File: config.mk
export PLATFORM = sky130hd
export DESIGN_NAME = def
export DESIGN_NICKNAME = d
export VERILOG_FILES = /design/src/rtl/def.sv
export SDC_FILE = /design/constraint.sdc
export NUM_CORES = 1
export LEC_CHECK = 0
export CELL_PAD_IN_SITES_DETAIL_PLACEMENT = 1
export CELL_PAD_IN_SITES_GLOBAL_PLACEMENT = 2
export CORE_AREA = 5 5 73 75
export CTS_CLUSTER_DIAMETER = 80
export CTS_CLUSTER_SIZE = 10
export DETAILED_ROUTE_END_ITERATION = 10
export DIE_AREA = 0 0 78 80
export DONT_BUFFER_PORTS = 1
export HOLD_SLACK_MARGIN = 0.02
export PLACE_DENSITY = 0.83
export REMOVE_ABC_BUFFERS = 1
export SYNTH_ARGS = -nofsm -noshare
export SYNTH_HDL_FRONTEND = slang
export SYNTH_SLANG_ARGS = --single-unit
File: constraint.sdc
create_clock -name clk -period 2 [get_ports clk]
set_input_delay 0 -clock clk [delete_from_list [all_inputs] [get_ports clk]]
set_output_delay 0 -clock clk [all_outputs]
set_load 0.03 [all_outputs]
File: src/rtl/def.sv
// Image RAM address sequencer: after a host kick and a K-cycle delay, walks each
// strip of P rows row-major, then the matching strip of P columns column-major.
module def #(
    parameter int IMAGE_SIZE       = 8,
    parameter int PARTITION_SIZE   = 2,
    parameter int NO_OF_PARTITIONS = 4,
    localparam int AW = (IMAGE_SIZE * IMAGE_SIZE > 1) ? $clog2(IMAGE_SIZE * IMAGE_SIZE) : 1
) (
    input  logic          clk,
    input  logic          reset_n,
    input  logic          hs_kick,
    input  logic          ir_enable,
    output logic          ir_kick,
    output logic          ir_done,
    output logic [AW-1:0] ir_addr
);

    localparam int N    = IMAGE_SIZE;
    localparam int P    = PARTITION_SIZE;
    localparam int K    = NO_OF_PARTITIONS;
    localparam int PN   = P * N;
    localparam int MAXV = (N > P) ? ((N > K) ? N : K) : ((P > K) ? P : K);
    localparam int CW   = $clog2(MAXV + 1);
    localparam int XW   = $clog2(PN + 1);

    typedef enum logic [1:0] {
        READY  = 2'd0,
        DELAY  = 2'd1,
        ADDR_X = 2'd2,
        ADDR_Y = 2'd3
    } state_t;

    state_t state, state_nxt;

    logic [CW-1:0] dly_cnt;
    logic [CW-1:0] p_cnt;
    logic [CW-1:0] r_cnt;
    logic [CW-1:0] c_cnt;
    logic [XW-1:0] x_cnt;

    logic dly_last, last_x, last_r, last_c, last_p;
    logic [AW-1:0] x_addr, y_addr;

    assign dly_last = (dly_cnt == CW'(K - 1));
    assign last_x   = (x_cnt == XW'(PN - 1));
    assign last_r   = (r_cnt == CW'(N - 1));
    assign last_c   = (c_cnt == CW'(P - 1));
    assign last_p   = (p_cnt == CW'(K - 1));

    // Everything is evaluated in AW bits so addresses wrap modulo the RAM size.
    assign x_addr = AW'(p_cnt) * AW'(PN) + AW'(x_cnt);
    assign y_addr = AW'(r_cnt) * AW'(N) + AW'(p_cnt) * AW'(P) + AW'(c_cnt);

    always_ff @(posedge clk or negedge reset_n) begin
        if (!reset_n) state <= READY;
        else          state <= state_nxt;
    end

    always_comb begin
        state_nxt = state;
        ir_kick   = 1'b0;
        ir_done   = 1'b0;
        ir_addr   = '0;
        case (state)
            READY: begin
                if (hs_kick) state_nxt = DELAY;
            end
            DELAY: begin
                ir_kick = dly_last;
                if (dly_last) state_nxt = ADDR_X;
            end
            ADDR_X: begin
                ir_addr = x_addr;
                if (ir_enable && last_x) state_nxt = ADDR_Y;
            end
            ADDR_Y: begin
                ir_addr = y_addr;
                if (ir_enable && last_r && last_c) begin
                    ir_done   = last_p;
                    state_nxt = last_p ? READY : ADDR_X;
                end
            end
            default: state_nxt = READY;
        endcase
    end

    // Counters advance only on accepted addresses; ir_enable=0 freezes them.
    always_ff @(posedge clk or negedge reset_n) begin
        if (!reset_n) begin
            dly_cnt <= '0;
            p_cnt   <= '0;
            r_cnt   <= '0;
            c_cnt   <= '0;
            x_cnt   <= '0;
        end else begin
            case (state)
                READY: begin
                    dly_cnt <= '0;
                    p_cnt   <= '0;
                    r_cnt   <= '0;
                    c_cnt   <= '0;
                    x_cnt   <= '0;
                end
                DELAY: begin
                    dly_cnt <= dly_last ? '0 : dly_cnt + CW'(1);
                end
                ADDR_X: begin
                    if (ir_enable) x_cnt <= last_x ? '0 : x_cnt + XW'(1);
                end
                ADDR_Y: begin
                    if (ir_enable) begin
                        if (last_r) begin
                            r_cnt <= '0;
                            if (last_c) begin
                                c_cnt <= '0;
                                p_cnt <= last_p ? '0 : p_cnt + CW'(1);
                            end else begin
                                c_cnt <= c_cnt + CW'(1);
                            end
                        end else begin
                            r_cnt <= r_cnt + CW'(1);
                        end
                    end
                end
                default: ;
            endcase
        end
    end

endmodule

# After elaboration in Yosys (flattened, before gate mapping)
# Cells that the tools add are included.
[classes] add_sub_neg=8 n_eq_ne=16 mux=27 reduce_logical=12
[ops] operator="two-way mux 4 bit" n=10
[ops] operator="case mux 4 bit (2 select lines)" n=4
[ops] operator="adder 4 x 1 -> 4 bit (second input constant)" n=4
[ops] operator="!= test 2 bit (second input constant)" n=8
[ops] operator="adder 6 x 5 -> 6 bit" n=2
[ops] operator="case mux 6 bit (2 select lines)" n=1
[ops] operator="two-way mux 2 bit" n=5
[ops] operator="two-way mux 5 bit" n=2
[ops] operator="case mux 5 bit (2 select lines)" n=1
[ops] operator="equality test 4 x 2 -> 1 bit (second input constant)" n=2
[ops] operator="case mux 2 bit (4 select lines)" n=1
[ops] operator="AND reduction 4 bit" n=2
[ops] operator="adder 6 x 4 -> 6 bit" n=1
[ops] operator="nonzero test 2 bit" n=3
[ops] operator="adder 5 x 1 -> 5 bit (second input constant)" n=1
[ops] operator="equality test 5 x 4 -> 1 bit (second input constant)" n=1
[ops] operator="equality test 2 bit (second input constant)" n=2
[ops] operator="equality test 4 x 1 -> 1 bit (second input constant)" n=1
[ops] operator="equality test 4 x 3 -> 1 bit (second input constant)" n=1
[ops] operator="AND reduction 2 bit" n=2
[ops] operator="logical AND 1 bit" n=3
[ops] operator="two-way mux 1 bit" n=3
[ops] operator="AND reduction 3 bit" n=1
[ops] operator="equality test 2 x 1 -> 1 bit (second input constant)" n=1
[ops] operator="logical NOT 2 bit" n=1
[totals] ff_bits=23 input_bits=4 out_inout_bits=8

# Logic depth before layout (Yosys ltp)
# Gate-level depths: netlist of the first run.
[logic_depth] ltp_word=6 mapped_depth=7

# Worst setup path after synthesis of the first run
# OpenSTA, ideal clock, no wires.
[synth_timing] path_kind="flip-flop to output port" from="register p_cnt[2]" to="output port ir_addr[3]" arrival_time_ps=2263 t_required_ps=2000 path_slack_ps=-263 stages_incl_launch_ff=5 n_path_buf=0 cell_sequence="dfrtp_1 -> inv_1 -> fa_1 -> fa_1 -> a211oi_1"
[synth_between] elab_chain_cells=3
[synth_lines] item="start, declared" line="36" source="logic [CW-1:0] p_cnt;"
[synth_lines] item="start signal, assigned" line="116" source="p_cnt <= last_p ? '0 : p_cnt + CW'(1);"
[synth_lines] item="adder 6 x 5 -> 6 bit" line="52" source="assign y_addr = AW'(r_cnt) * AW'(N) + AW'(p_cnt) * AW'(P) + AW'(c_cnt);"
[synth_lines] item="adder 6 x 4 -> 6 bit" line="52"
[synth_lines] item="case mux 6 bit (2 select lines)" line="64" source="case (state)"
[synth_lines] item="end, declared" line="15" source="output logic [AW-1:0] ir_addr"
# No other way between the ends.

# Worst setup path in the final report of the first run
[layout_timing] from="register c_cnt[3]" to="output port ir_addr[5]"
[layout_between] elab_chain_cells=2
[layout_lines] item="start, declared" line="38" source="logic [CW-1:0] c_cnt;"
[layout_lines] item="start signal, assigned" line="118" source="c_cnt <= c_cnt + CW'(1);"
[layout_lines] item="adder 6 x 4 -> 6 bit" line="52"
[layout_lines] item="case mux 6 bit (2 select lines)" line="64"
# No other way between the ends.

==> impl_metrics.env, run 1 <==
export IMPL_outcome="complete, but fails checks"
export IMPL_violations="negative setup slack"
export IMPL_row_count=25
export IMPL_worst_setup_path_type="flop to output pin"
export IMPL_routedWlPerCell_um=18.8
export IMPL_finalNonFillerCells=260
export IMPL_pre_cts_ws_ns=0.00467
export IMPL_htreeDepth=1
export IMPL_cts_tree="built"
export IMPL_worstSetupStartpoint="c_cnt[3]"
export IMPL_synth_cell_area_um2=1750
export IMPL_clk_path_buf_depth=2
export IMPL_synthCells=191
export IMPL_fp_dieH_um=80
export IMPL_worstHoldPathType="input port to flop"
export IMPL_drt_antenna_violating_nets=0
export IMPL_crit_family="adder cells"
export IMPL_crit_path_max_fanout=2
export IMPL_grt_pass1_vias=1659
export IMPL_cts_sinks=23
export IMPL_port_buffers=0
export IMPL_num_vias=1588
export IMPL_ir_worst_vdd_mv=0.606
export IMPL_gr_usage_all_layers=0.168
export IMPL_worstSetupStartpointType="flop"
export IMPL_drtIter0Drc=122
export IMPL_drc=0
export IMPL_setup_viol=3
export IMPL_max_freq_mhz=452
export IMPL_arrival_ns=2.21
export IMPL_top_layer="met4"
export IMPL_multi_input_area_um2=1080
export IMPL_synth_top_flop_cell="dfrtp_1"
export IMPL_seqPwrFrac=0.299
export IMPL_dp_cells=252
export IMPL_gp_congestion=0.835
export IMPL_comb_power_share=0.578
export IMPL_cap_violations=0
export IMPL_dp_hpwl_mm=3.53
export IMPL_slowest_delay_ns=0.61
export IMPL_post_route_period_util=1.11
export IMPL_initial_core_util=0.381
export IMPL_worst_pin_slew_ns=0.547
export IMPL_power_leakage_nw=0.957
export IMPL_root_buffer="clkbuf_8"
export IMPL_end_kind="output pin"
export IMPL_yosys_warnings=0
export IMPL_crit_chain="inv_2 > fa_2 > inv_2 > ha_4 > nand3_2 > a21o_1 > a31oi_1 > buf_4"
export IMPL_p_switching_mw=1.19
export IMPL_required_ns=2.00
export IMPL_switching_share=0.474
export IMPL_ys_ff_latch=23
export IMPL_hold_viol=0
export IMPL_grt_ovfl_total=0
export IMPL_synth_edf_count=0
export IMPL_p_total_mw=2.52
export IMPL_finalClockSkew_ns=0.00337
export IMPL_route_met2_wl_mm=2.50
export IMPL_syn2layout_area_growth_pct=16.0
export IMPL_met3WireLength_um=85
export IMPL_grt_pass1_wl_mm=8.30
export IMPL_met1_length_mm=2.20
export IMPL_seq_area_um2=576
export IMPL_yosysUniqueCellTypes=54
export IMPL_firstDrtPassIters=4
export IMPL_avgViaCountPerCell=6.11
export IMPL_n_fill_cell=523
export IMPL_drive_gt1_frac=0.199
export IMPL_pwr_share_clk=0.123
export IMPL_period_needed_ns=2.21
export IMPL_wirelength_mm=4.89
export IMPL_r2r_start="r_cnt[0]"
export IMPL_core_um2=4600
export IMPL_yosysSeqAreaShare=0.329
export IMPL_die_area_um2=6240
export IMPL_rsz0062_at_grt="yes"
export IMPL_postLayoutCoreUtil=0.442
export IMPL_grt_max_degree=24
export IMPL_crit_slowest_cell="fa_2"
export IMPL_finalMaxSlewViolations=0
export IMPL_p_int_mw=1.32
export IMPL_powerDensity_nw_per_um2=1240
export IMPL_mostFrequentLayoutCell="dfrtp_1"
export IMPL_cts_buffers=3
export IMPL_die_width_um=78
export IMPL_final_nets=226
export IMPL_relSlewSlack=0.633
export IMPL_top_level_ports=12
export IMPL_worstHoldStart="ir_enable"
export IMPL_avgSynthCellArea_um2=9.17
export IMPL_synthArstFlopShare=1.00
export IMPL_antenna_found_initial=0
export IMPL_layout_common_cells="23 x dfrtp_1, 22 x buf_4, 14 x nand2_1"
export IMPL_fin_ws_ns=-0.214
export IMPL_antenna_cells=0
export IMPL_clk_pin_slew_worst_paths_ns=0.09
export IMPL_cpMostUsedCell="inv_2"
export IMPL_critPathBufInv=3
export IMPL_insertion_delay_ns=0.27
-- flip-flops by register name, summed over array words and instances, names as in the netlist --
register  cells
r_cnt         4
x_cnt         5
c_cnt         4
dly_cnt       4
p_cnt         4
state         2
-- power groups by stage --
stage	combinational (mW)	clock (mW)	sequential, mW
floorplan	0.830	0	0.818
global placement	1.33	0	0.753
detailed placement	1.40	0	0.763
CTS	1.46	0.320	0.753
global route	1.59	0.341	0.784
finish	1.45	0.309	0.754
-- cells by family after synthesis --
group                    after synthesis  synth area share
multiplexers                           6            0.0350
XOR/XNOR                               3            0.0150
adder cells (fa/ha/maj)               15             0.116
AND/OR/NAND/NOR                       68             0.236
buffers and inverters                 29            0.0736
AO/OA/AOI/OAI                         47             0.196
flip-flops                            23             0.329
-- cell type report --
cell class	count	share of cell area
inverters	15	0.0277
well taps	54	0.0333
clock buffers	4	0.0222
multi-input cells	139	0.533
flip-flops and latches	23	0.283
repair buffers	25	0.101
-- per-stage QoR --
step                      setup TNS (ns)  area [um^2]  hold WS [ns]
after global placement                 0         1900        -0.295
after detailed placement               0         1900        -0.295
after CTS                         -0.578         2030        0.0228
after floorplan                   -0.490         1680        -0.296
final                             -0.491         2030        0.0211
after global routing              -0.741         2030        0.0335
-- cell usage after synthesis, types with 2 or more instances --
| cell type | n | share of area |
|---|---|---|
| a211o_1 | 3 | 0.015 |
| a211oi_1 | 2 | 0.0086 |
| a21o_1 | 2 | 0.0086 |
| a21oi_1 | 5 | 0.014 |
| a221o_1 | 3 | 0.017 |
| a22o_1 | 6 | 0.030 |
| a31oi_1 | 5 | 0.018 |
| a32o_1 | 2 | 0.011 |
| a41oi_1 | 2 | 0.010 |
| and3_1 | 2 | 0.0071 |
| and4_1 | 2 | 0.010 |
| and4b_1 | 2 | 0.011 |
| buf_2 | 6 | 0.017 |
| clkbuf_1 | 4 | 0.0086 |
| dfrtp_1 | 23 | 0.33 |
| fa_1 | 2 | 0.023 |
| ha_1 | 13 | 0.093 |
| inv_1 | 15 | 0.032 |
| mux2i_1 | 5 | 0.029 |
| nand2_1 | 14 | 0.030 |
| nand2b_1 | 2 | 0.0071 |
| nand3_1 | 7 | 0.020 |
| nand3b_1 | 4 | 0.017 |
| nand4_1 | 3 | 0.011 |
| nand4b_1 | 3 | 0.015 |
| nor2_1 | 9 | 0.019 |
| nor2b_1 | 2 | 0.0071 |
| nor3b_1 | 2 | 0.0086 |
| nor4_1 | 4 | 0.014 |
| nor4b_1 | 2 | 0.010 |
| o21ai_0 | 8 | 0.023 |
| o22ai_1 | 2 | 0.0071 |
| o32ai_1 | 2 | 0.010 |
| or3_1 | 2 | 0.0071 |
| xor2_1 | 2 | 0.010 |
-- final timing paths --
| path | to | slack [ns] | cells past startpoint |
|---|---|---|---|
| min reg2reg | dly_cnt[1] | 0.56 | 1 |
| max | ir_addr[5] | -0.21 | 8 |
| min in group asynchronous | p_cnt[3] | 0.14 | 2 |
| min | r_cnt[2] | 0.02 | 3 |
| max in group asynchronous | x_cnt[1] | 1.70 | 2 |
| max reg2reg | c_cnt[2] | 0.18 | 6 |
-- layer usage --
metal / vias to the layer above / global-route usage
met5: - / 0
met4: 0 / 0.0659
met3: 9 / 0.0237
met2: 20 / 0.295
met1: 815 / 0.206
li1: 744 / -
-- tightest hold or removal path, delay by kind of cell --
kind / cells / cell delay (ns)
compound gates: 2 / 0.20
simple gates: 1 / 0.06
-- repair_timing --
action	in CTS	in global routing
setup buffers	1	0
pin swaps	5	3
setup endpoints to repair	4	4
hold endpoints to repair	29	0
resized for setup	9	3
hold buffers	3	0
Power figures use the tool's default switching activity.
==> inputs of run 2 (changes only) <==
--- a/config.mk
+++ b/config.mk
@@ -16,6 +16,7 @@
 export HOLD_SLACK_MARGIN = 0.02
 export PLACE_DENSITY = 0.83
 export REMOVE_ABC_BUFFERS = 1
+export SETUP_SLACK_MARGIN = 0.2
 export SYNTH_ARGS = -nofsm -noshare
 export SYNTH_HDL_FRONTEND = slang
 export SYNTH_SLANG_ARGS = --single-unit
==> impl_metrics.env, run 2 (synthesis results as in run 1) <==
export IMPL_dp_hpwl_mm=3.53
export IMPL_slowest_delay_ns=0.61
export IMPL_layout_common_cells="23 x buf_4, 20 x dfrtp_1, 14 x nand2_1"
export IMPL_die_area_um2=6240
export IMPL_routedWlPerCell_um=19.0
export IMPL_finalMaxSlewViolations=0
export IMPL_antenna_cells=0
export IMPL_worstHoldPathType="input port to flop"
export IMPL_antenna_found_initial=0
export IMPL_grt_met1_usage=0.209
export IMPL_initial_core_util=0.381
export IMPL_met3_usage=0.0237
export IMPL_post_route_period_util=1.11
export IMPL_fp_dieH_um=80
export IMPL_drt_antenna_violating_nets=0
export IMPL_crit_slowest_cell="fa_2"
export IMPL_clk_path_buf_depth=2
export IMPL_grt_busiest_layer="met2"
export IMPL_crit_end="ir_addr[5]"
export IMPL_dp_cells=252
export IMPL_row_count=25
export IMPL_worstSetupStartpointType="flop"
export IMPL_rsz0062_at_grt="yes"
export IMPL_fin_area_um2=2090
export IMPL_dpl_instance_area_um2=1900
export IMPL_root_buffer="clkbuf_8"
export IMPL_period_needed_ns=2.21
export IMPL_rrSetupSlack_ns=0.25
export IMPL_largest_reg_flops=5
export IMPL_crit_path_max_fanout=2
export IMPL_cts_buffers=3
export IMPL_arrival_ns=2.21
export IMPL_worst_setup_path_type="flop to output pin"
export IMPL_r2r_cells=5
export IMPL_hold_viol=0
export IMPL_worstSetupStartpoint="c_cnt[3]"
export IMPL_crit_chain="inv_2 > fa_2 > inv_2 > ha_4 > nand3_2 > a21o_1 > a31oi_1 > buf_4"
export IMPL_path_depth=8
export IMPL_firstDrtPassIters=4
export IMPL_grt_pass1_wl_mm=8.42
export IMPL_use_met2=0.298
export IMPL_relSlewSlack=0.611
export IMPL_finalClockSkew_ns=0.00336
export IMPL_ir_worst_vdd_mv=0.610
export IMPL_port_buffers=0
export IMPL_powerDensity_nw_per_um2=1230
export IMPL_final_nets=227
export IMPL_critPathBufInv=3
export IMPL_cpMostUsedCell="inv_2"
export IMPL_insertion_delay_ns=0.27
export IMPL_fin_ws_ns=-0.213
export IMPL_gp_congestion=0.835
export IMPL_drc=0
export IMPL_finalNonFillerCells=261
export IMPL_end_kind="output pin"
export IMPL_setup_viol=3
export IMPL_cap_violations=0
export IMPL_wirelength_mm=4.96
export IMPL_cts_sinks=23
export IMPL_cts_tree="built"
export IMPL_n_fill_cell=528
export IMPL_worst_pin_slew_ns=0.581
export IMPL_required_ns=2.00
export IMPL_top_level_ports=12
export IMPL_r2r_end="p_cnt[2]"
export IMPL_drtIter0Drc=133
export IMPL_crit_family="adder cells"
export IMPL_mostFrequentLayoutCell="buf_4"
export IMPL_clk_pin_slew_worst_paths_ns=0.09
export IMPL_outcome="complete, but fails checks"
export IMPL_grt_max_degree=24
export IMPL_avgViaCountPerCell=6.16
export IMPL_grt_pass1_vias=1680
export IMPL_power_leakage_nw=0.964
export IMPL_num_vias=1607
export IMPL_max_freq_mhz=452
export IMPL_top_register="x_cnt"
export IMPL_core_um2=4600
export IMPL_die_width_um=78
export IMPL_violations="negative setup slack"
export IMPL_drive_gt1_frac=0.246
export IMPL_r2r_start="c_cnt[1]"
export IMPL_syn2layout_area_growth_pct=19.4
export IMPL_grt_ovfl_total=0
export IMPL_htreeDepth=1
export IMPL_gr_usage_all_layers=0.170
## run 2: layout make-up
cell class | instances | area [um^2] | share of cell area
sequential | 23 | 579 | 0.277
multi-input combinational | 139 | 1130 | 0.541
inverter | 15 | 56.3 | 0.0269
tap | 54 | 67.6 | 0.0323
clock buffer | 4 | 45.0 | 0.0215
timing repair buffer | 26 | 213 | 0.102
## run 2: metrics by stage
step	hold slack, ns	power (mW)	util	setup slack (ns)	TNS [ns]
CTS	0.0228	2.57	0.448	-0.218	-0.578
global route	0.0337	2.77	0.455	-0.284	-0.740
detailed placement	-0.295	2.16	0.414	0.00467	0
finish	0.0216	2.57	0.455	-0.213	-0.491
global placement	-0.295	2.08	0.414	0.115	0
floorplan	-0.296	1.65	-	-0.263	-0.490
## run 2: worst min path at each step
stage                         start        to  slack, ns  depth (start not counted)
after floorplan             reset_n  c_cnt[0]      -0.30                          0
after global placement      reset_n  p_cnt[3]      -0.29                          0
after detailed placement    reset_n  p_cnt[3]      -0.29                          0
after CTS                 ir_enable  r_cnt[2]       0.02                          3
after global routing      ir_enable  r_cnt[2]       0.03                          3
final                     ir_enable  r_cnt[2]       0.02                          3
## run 2: worst min-delay path, stage by stage
cell	delay [ns]
nand4b_1	0.06
o21ai_0	0.08
a32o_1	0.12
## run 2: per-layer routing
metal	share of wire	wire length [um]
met1	0.44	2210
met2	0.51	2540
met3	0.021	106
met4	0.021	103
met5	0	0
## run 2: timing repair
| item | in CTS | in global routing |
|---|---|---|
| pin swaps | 6 | 5 |
| endpoints found under the hold margin | 29 | 0 |
| resized for setup | 18 | 6 |
| setup endpoints to repair | 4 | 10 |
| buffers inserted | 1 | 1 |
| hold buffers | 3 | 0 |
## run 2: report_power, final
| part | internal [mW] | leakage (nW) | switching, mW |
|---|---|---|---|
| registers | 0.583 | 0.286 | 0.184 |
| logic | 0.622 | 0.656 | 0.878 |
| clock network | 0.143 | 0.0228 | 0.163 |
| total | 1.35 | 0.964 | 1.22 |
